File: src/rtl/core_issue_ctrl.sv
// Two-wide in-order issue control: scoreboard hazards, pair rules, ex-entry stage.
// Package carries the front-end bundle shared with the fetch side.
package core_issue_pkg;

  typedef struct packed {
    logic long_latency;
    logic mem_op;
    logic single_issue;
  } decode_info_t;

  typedef struct packed {
    logic [1:0][4:0] r_reg;
    logic [4:0]      w_reg;
  } reg_info_t;

  typedef struct packed {
    decode_info_t decode_info;
    reg_info_t    reg_info;
    logic [31:0]  pc;
    logic         bpu_predict;
    logic         fetch_excp;
  } inst_t;

  typedef struct packed {
    logic [1:0]      inst_valid;
    inst_t [1:0]     inst;
  } frontend_req_t;

endpackage

module core_issue_ctrl
  import core_issue_pkg::*;
(
  input  logic            clk,
  input  logic            rst_n,
  input  frontend_req_t   frontend_req_i,
  output logic [1:0]      issue_o,
  input  logic            rst_jmp_i,
  input  logic            ex_ready_i,
  output logic [1:0]      ex_valid_o,
  output inst_t [1:0]     ex_inst_o,
  input  logic [1:0]      rel_valid_i,
  input  logic [1:0][4:0] rel_reg_i,
  output logic            busy_o
);

  logic [31:0]  busy_q;
  logic [31:0]  busy_d;
  logic [1:0]   ex_valid_q;
  logic [1:0]   ex_valid_d;
  inst_t [1:0]  ex_inst_q;
  inst_t [1:0]  ex_inst_d;

  logic [31:0]  rel_mask;
  logic [31:0]  eff_busy;
  logic         ld;
  logic         s0_go;
  logic         s1_go;
  logic         s0_drain_ok;
  logic         pair_raw;
  logic         pair_waw;
  logic         pair_mem;
  logic         pair_single;

  inst_t i0;
  inst_t i1;

  assign i0 = frontend_req_i.inst[0];
  assign i1 = frontend_req_i.inst[1];

  function automatic logic sb_free(
    input inst_t       in,
    input logic [31:0] eb
  );
    logic ok;
    ok = 1'b1;
    for (int r = 0; r < 2; r++) begin
      if (in.reg_info.r_reg[r] != 5'd0 &&
          eb[in.reg_info.r_reg[r]])
        ok = 1'b0;
    end
    if (in.reg_info.w_reg != 5'd0 &&
        eb[in.reg_info.w_reg])
      ok = 1'b0;
    return ok;
  endfunction

  always_comb begin
    rel_mask = '0;
    for (int k = 0; k < 2; k++) begin
      if (rel_valid_i[k])
        rel_mask[rel_reg_i[k]] = 1'b1;
    end
    rel_mask[0] = 1'b0;
  end

  // Release bypass: a register freed this cycle no longer blocks issue.
  assign eff_busy = busy_q & ~rel_mask;

  assign ld = ex_ready_i | (ex_valid_q == 2'b00);

  assign s0_drain_ok = !i0.decode_info.single_issue ||
                       (busy_q == '0 && ex_valid_q == 2'b00);

  assign s0_go = rst_n &&
                 ld &&
                 frontend_req_i.inst_valid[0] &&
                 !rst_jmp_i &&
                 sb_free(i0, eff_busy) &&
                 s0_drain_ok;

  assign pair_raw =
    i0.reg_info.w_reg != 5'd0 &&
    (i1.reg_info.r_reg[0] == i0.reg_info.w_reg ||
     i1.reg_info.r_reg[1] == i0.reg_info.w_reg);

  assign pair_waw =
    i0.reg_info.w_reg != 5'd0 &&
    i1.reg_info.w_reg == i0.reg_info.w_reg;

  assign pair_mem = i0.decode_info.mem_op &
                    i1.decode_info.mem_op;

  assign pair_single = i0.decode_info.single_issue |
                       i1.decode_info.single_issue;

  assign s1_go = s0_go &&
                 frontend_req_i.inst_valid[1] &&
                 !pair_single &&
                 sb_free(i1, eff_busy) &&
                 !pair_raw &&
                 !pair_waw &&
                 !pair_mem;

  assign issue_o = {s1_go, s0_go};

  always_comb begin
    busy_d = busy_q & ~rel_mask;
    // Killed ops never reach writeback, so their claim is dropped here.
    if (rst_jmp_i && !ex_ready_i) begin
      for (int s = 0; s < 2; s++) begin
        if (ex_valid_q[s] &&
            ex_inst_q[s].decode_info.long_latency &&
            ex_inst_q[s].reg_info.w_reg != 5'd0)
          busy_d[ex_inst_q[s].reg_info.w_reg] = 1'b0;
      end
    end
    if (s0_go && i0.decode_info.long_latency &&
        i0.reg_info.w_reg != 5'd0)
      busy_d[i0.reg_info.w_reg] = 1'b1;
    if (s1_go && i1.decode_info.long_latency &&
        i1.reg_info.w_reg != 5'd0)
      busy_d[i1.reg_info.w_reg] = 1'b1;
    busy_d[0] = 1'b0;
  end

  always_comb begin
    ex_valid_d = ex_valid_q;
    ex_inst_d  = ex_inst_q;
    unique case (1'b1)
      rst_jmp_i: begin
        ex_valid_d = 2'b00;
      end
      (!rst_jmp_i && ld): begin
        ex_valid_d = issue_o;
        ex_inst_d  = frontend_req_i.inst;
      end
      default: ;
    endcase
  end

  always_ff @(posedge clk) begin
    if (!rst_n) begin
      busy_q     <= '0;
      ex_valid_q <= 2'b00;
    end else begin
      busy_q     <= busy_d;
      ex_valid_q <= ex_valid_d;
    end
  end

  always_ff @(posedge clk) begin
    ex_inst_q <= ex_inst_d;
  end

  assign ex_valid_o = ex_valid_q;
  assign ex_inst_o  = ex_inst_q;
  assign busy_o     = |busy_q;

endmodule
File: config.mk
export PLATFORM = sky130hd
export DESIGN_NAME = core_issue_ctrl
export DESIGN_NICKNAME = d
export VERILOG_FILES = /design/src/rtl/core_issue_ctrl.sv
export SDC_FILE = /design/constraint.sdc
export NUM_CORES = 1
export LEC_CHECK = 0
export BUFFER_PORTS_ARGS = -buffer_cell sky130_fd_sc_hd__buf_2
export CAP_MARGIN = 30
export CORE_MARGIN = 2
export CORE_UTILIZATION = 50
export DETAILED_ROUTE_END_ITERATION = 8
export GPL_TIMING_DRIVEN = 0
export PLACE_DENSITY_LB_ADDON = 0.3
export SLEW_MARGIN = 20
export SYNTH_ARGS = -nofsm -noshare
export SYNTH_HDL_FRONTEND = slang
export SYNTH_SLANG_ARGS = --single-unit
export TNS_END_PERCENT = 5
File: constraint.sdc
create_clock -name clk -period 23.2 [get_ports clk]
set_clock_uncertainty 0.15 [all_clocks]
set_input_delay 2.32 -clock clk [delete_from_list [all_inputs] [get_ports clk]]
set_output_delay 2.32 -clock clk [all_outputs]
set_load 0.05 [all_outputs]
==> metrics.yaml <==
run_status:
  run_status: "complete, no violations"
setup_path:
  startpoint: "rel_reg_i[6]"
  cp_max_fo: 10
  critical_path_capture_point: "issue_o[1]"
  worst-path-stages: 14
  slowest_stage: "o221ai_1"
  critical-path-top-cell-by-count: "buf_2"
  worstSetupPathType: "input port to output port"
  family_of_cells_with_the_greatest_summed_delay_on_the_critical_path: "compound AO/OA/AOI/OAI gates"
  rrSetupSlack_ns: 19.53
  cp_slowest_stage_delay_ns: 1.00
  timing.reg2reg.worst_path_depth: 10
  reg2reg_capture_point: "busy_q[13]$_SDFF_PN0_"
  critical_path.n_buffers_inverters: 6
  worst_setup_path_start_kind: "input port"
  r2r-start: "busy_q[25]$_SDFF_PN0_"
  critical_path.endpoint_type: "output port"
  worstPathArrival_ns: 5.95
  timing.critical_path.cells: "buf_2, nand2b_1, buf_2, o221ai_1, nor3_1, o41a_1, o211ai_1, o41ai_2, nor2_4, nand2_4, buf_6, inv_1, buf_4, buf_2"
  required_ns: 20.73
die:
  dieArea_um2: 18000
  placeable_core_region_um2: 16600
  die_h_um: 134
  die_width_um: 134
  top_level_ports: 231
  start_util_pct: 51.1
  floorplan.rows: 47
power:
  power_leakage_nw: 3.86
  internal_power_summed_over_all_cells_mw: 0.463
  sequentialPowerShare_pct: 41.5
  comb_power_share_pct: 17.6
  worst_ir_drop_vdd_mv: 0.0522
  powerDensity_nw_per_um2: 63.4
  power.switching_mw: 0.213
  power.switching_fraction_pct: 31.5
  power.clock.fraction_pct: 40.9
  post-layout-total-power_mw: 0.675
worst_hold_path:
  hold_class: "register to register"
  min-delay-start: "ex_valid_o[1]$_SDFFE_PN0P_"
synth:
  yosysUniqueCellTypes: 80
  post_synth_arst_share_pct: 0
  post_synth_instance_area_um2: 8470
  post_synthesis_cells: 859
  synth_seq_cells: 137
  main_combinational_cell_family_by_area_after_synthesis: "compound AO/OA/AOI/OAI gates"
  synth_flop_cell: "edfxtp_1"
  synth_area_per_cell_um2: 9.86
  synth_fp_nets: 981
  post_synthesis_share_of_cell_area_spent_on_full_adders_half_adders_and_majority_gates_pct: 0
  yosys.area_share.simple_pct: 21.1
  synth_mux_area_share_pct: 2.66
  synth_xor_xnor_area_share_pct: 1.96
  synth_enable_flop_cells: 104
  proportion_of_synthesized_chip_area_in_sequential_cells_pct: 44.7
  synth_compound_gate_area_share_pct: 25.2
  synth.yosys.warnings: 0
clock_network:
  post_cts.resized_instances: 0
  cts_inserted_buffers: 17
  clock-root-buffer: "clkbuf_16"
  worst_setup_hold_path_clk_slew_ns: 0.07
  cts_buffer_depth: 2
  hold_buffers: 0
  number_of_clock_sinks: 137
  postCtsSetupBuffers: 0
  h-tree-depth: 4
  tritoncts: "yes"
  worst_skew_pair.late_latency_ns: 0.44
sta:
  fmax_mhz: 119
  count_of_endpoints_failing_hold_in_the_final_timing_report: 0
  worst_slew_margin_rel_pct: 16.4
  unrepaired_setup_endpoints_after_global_routing: "false"
  slew_worst_pin_ns: 1.25
  setup-violations-final: 0
  timing.setup.tns_ns: 0
  tcrit_tclk_final_pct: 36.3
  final_max_slew_viol_count: 0
  period_needed_ns: 8.42
drt:
  drt_wl_total_um: 33200
  routed-via-count: 9302
  drt_drc_violations_left: 0
  avgViaCountPerCell: 6.90
  drt-wirelength-per-cell_um: 24.7
  detailed_routing_iterations_pass_1: 7
  drtAntennaViolNets: 0
  drt-initial-drc-count: 1767
flow_run:
  cap_viol_max_count: 0
global_routing:
  grtUsageTotal_pct: 36.3
  grt_pass1_wl_um: 48900
  number_of_antenna_violations_at_the_first_check_in_global_routing: 0
  grt_pass1_vias: 8519
  grt_max_degree: 30
  global_route.overflow_total: 0
place:
  count_of_input_and_output_buffers: 226
  post_detailed_placement_half_perimeter_wirelength_um: 24200
  gpl.final_weighted_congestion: 1.07
  place_inst: 1315
cells_and_area:
  final.fill_count: 1395
  post_route_cells_drive_above_1_share_pct: 29.8
  final_net_count: 1236
  area_delta_synth_final_pct: 25.7
  fin_cells: 1348
-- cells by family after synthesis --
logic type             Yosys count
XOR/XNOR                        19
multiplexers                    18
AND/OR/NAND/NOR                316
flip-flops                     137
buffers and inverters           84
AO/OA/AOI/OAI                  285
-- layer usage --
layer / wire length [um] / GRT usage (%)
met1: 11200 / 41.6
met2: 14600 / 56.8
met3: 4660 / 13.0
met4: 2690 / 24.5
met5: 49 / 1.94
-- worst min-delay path by stage --
stage	to	slack (ns)	depth (start not counted)
6_report	ex_valid_o[1]$_SDFFE_PN0P_	0.41	2
5_1_grt	ex_valid_o[1]$_SDFFE_PN0P_	0.44	2
2_1_floorplan	busy_q[30]$_SDFF_PN0_	0.53	4
3_3_place_gp	ex_valid_o[1]$_SDFFE_PN0P_	0.38	2
3_5_place_dp	ex_valid_o[1]$_SDFFE_PN0P_	0.38	2
4_1_cts	ex_valid_o[1]$_SDFFE_PN0P_	0.40	2
-- area by class of cell --
class | count | area, um^2 | share of cell area [%]
Timing Repair Buffer | 236 | 1270 | 11.9
Buffer | 69 | 314 | 2.95
Sequential cell | 137 | 3780 | 35.5
Clock inverter | 15 | 176 | 1.66
Multi-Input combinational cell | 638 | 4340 | 40.8
Inverter | 15 | 56.3 | 0.529
Antenna cell | 1 | 2.50 | 0.0235
Clock buffer | 17 | 425 | 4.00
Tap cell | 220 | 275 | 2.59
-- power groups by stage --
stage	registers (mW)	logic (mW)	clock network [mW]
2_1_floorplan	0.323	0.0416	0
3_3_place_gp	0.287	0.113	0
3_5_place_dp	0.285	0.117	0
4_1_cts	0.280	0.117	0.278
5_1_grt	0.281	0.125	0.289
6_report	0.280	0.119	0.276
-- cell usage after synthesis (4+ instances only) --
master | instances | area share (%)
o21ai_0 | 27 | 1.6
and3b_1 | 4 | 0.41
o221a_2 | 10 | 1.3
nand4_1 | 10 | 0.74
nand2_1 | 52 | 2.3
xor2_1 | 9 | 0.93
o221ai_1 | 22 | 2.3
o22ai_1 | 36 | 2.7
o31ai_1 | 35 | 3.1
clkbuf_1 | 47 | 2.1
or4_1 | 4 | 0.35
and3_1 | 6 | 0.44
nor2b_1 | 14 | 1.0
mux2_2 | 6 | 0.80
or2_2 | 7 | 0.52
mux2i_1 | 9 | 1.1
a32oi_1 | 5 | 0.52
edfxtp_1 | 104 | 37
o32ai_1 | 11 | 1.1
a2111oi_0 | 5 | 0.52
inv_1 | 15 | 0.66
o311ai_0 | 5 | 0.52
and2_1 | 10 | 0.74
xnor2_1 | 10 | 1.0
nand3b_1 | 11 | 0.97
or3_1 | 5 | 0.37
nor4_1 | 17 | 1.3
nor3b_1 | 11 | 0.97
dfxtp_1 | 33 | 7.8
nand3_1 | 46 | 2.7
a31oi_1 | 33 | 2.4
o221ai_2 | 5 | 0.89
nand2b_1 | 16 | 1.2
a211oi_1 | 28 | 2.5
buf_2 | 13 | 0.77
a21oi_1 | 14 | 0.83
nor2_1 | 57 | 2.5
nand4b_1 | 4 | 0.41
o211ai_1 | 12 | 1.1
nor3_1 | 22 | 1.3
o2111ai_1 | 6 | 0.62
buf_6 | 4 | 0.53
-- flip-flops by register name, summed over array words and instances (netlist names) --
name        count
busy_q         31
ex_inst_o     104
ex_valid_o      2
-- cell usage in the layout, fill, tap and decap left out, drive strengths merged, types with 24 or more instances in the layout --
master,synthesis,layout
buf,21,257
edfxtp,104,104
clkbuf,48,65
nor2,58,58
nand2,53,53
nand3,46,46
o22ai,36,36
o31ai,35,35
a31oi,33,33
dfxtp,33,33
o21ai,29,29
a211oi,28,28
o221ai,27,27
inv,15,24
-- per-stage QoR --
stage | setup WS (ns) | cell area (um^2) | utilization (%) | hold WS [ns]
2_1_floorplan | 12.53 | 8470 | - | 0.531
3_3_place_gp | 9.47 | 9880 | 59.6 | 0.384
3_5_place_dp | 15.00 | 10000 | 60.5 | 0.380
4_1_cts | 14.99 | 10600 | 64.1 | 0.403
5_1_grt | 14.78 | 10600 | 64.2 | 0.435
6_report | 14.78 | 10600 | 64.2 | 0.407
-- worst register-to-register path: stages (launching register included) --
cell and delay, ns:
dfxtp_1 0.37, or4_1 0.49, nor4_1 0.18, nand4_1 0.28
o31ai_1 0.32, nand4_1 0.26, a2111o_1 0.53, nor3_2 0.36
buf_2 0.30, a31oi_1 0.12, o31ai_1 0.17
Note: power is estimated with default switching activity, not from simulation.
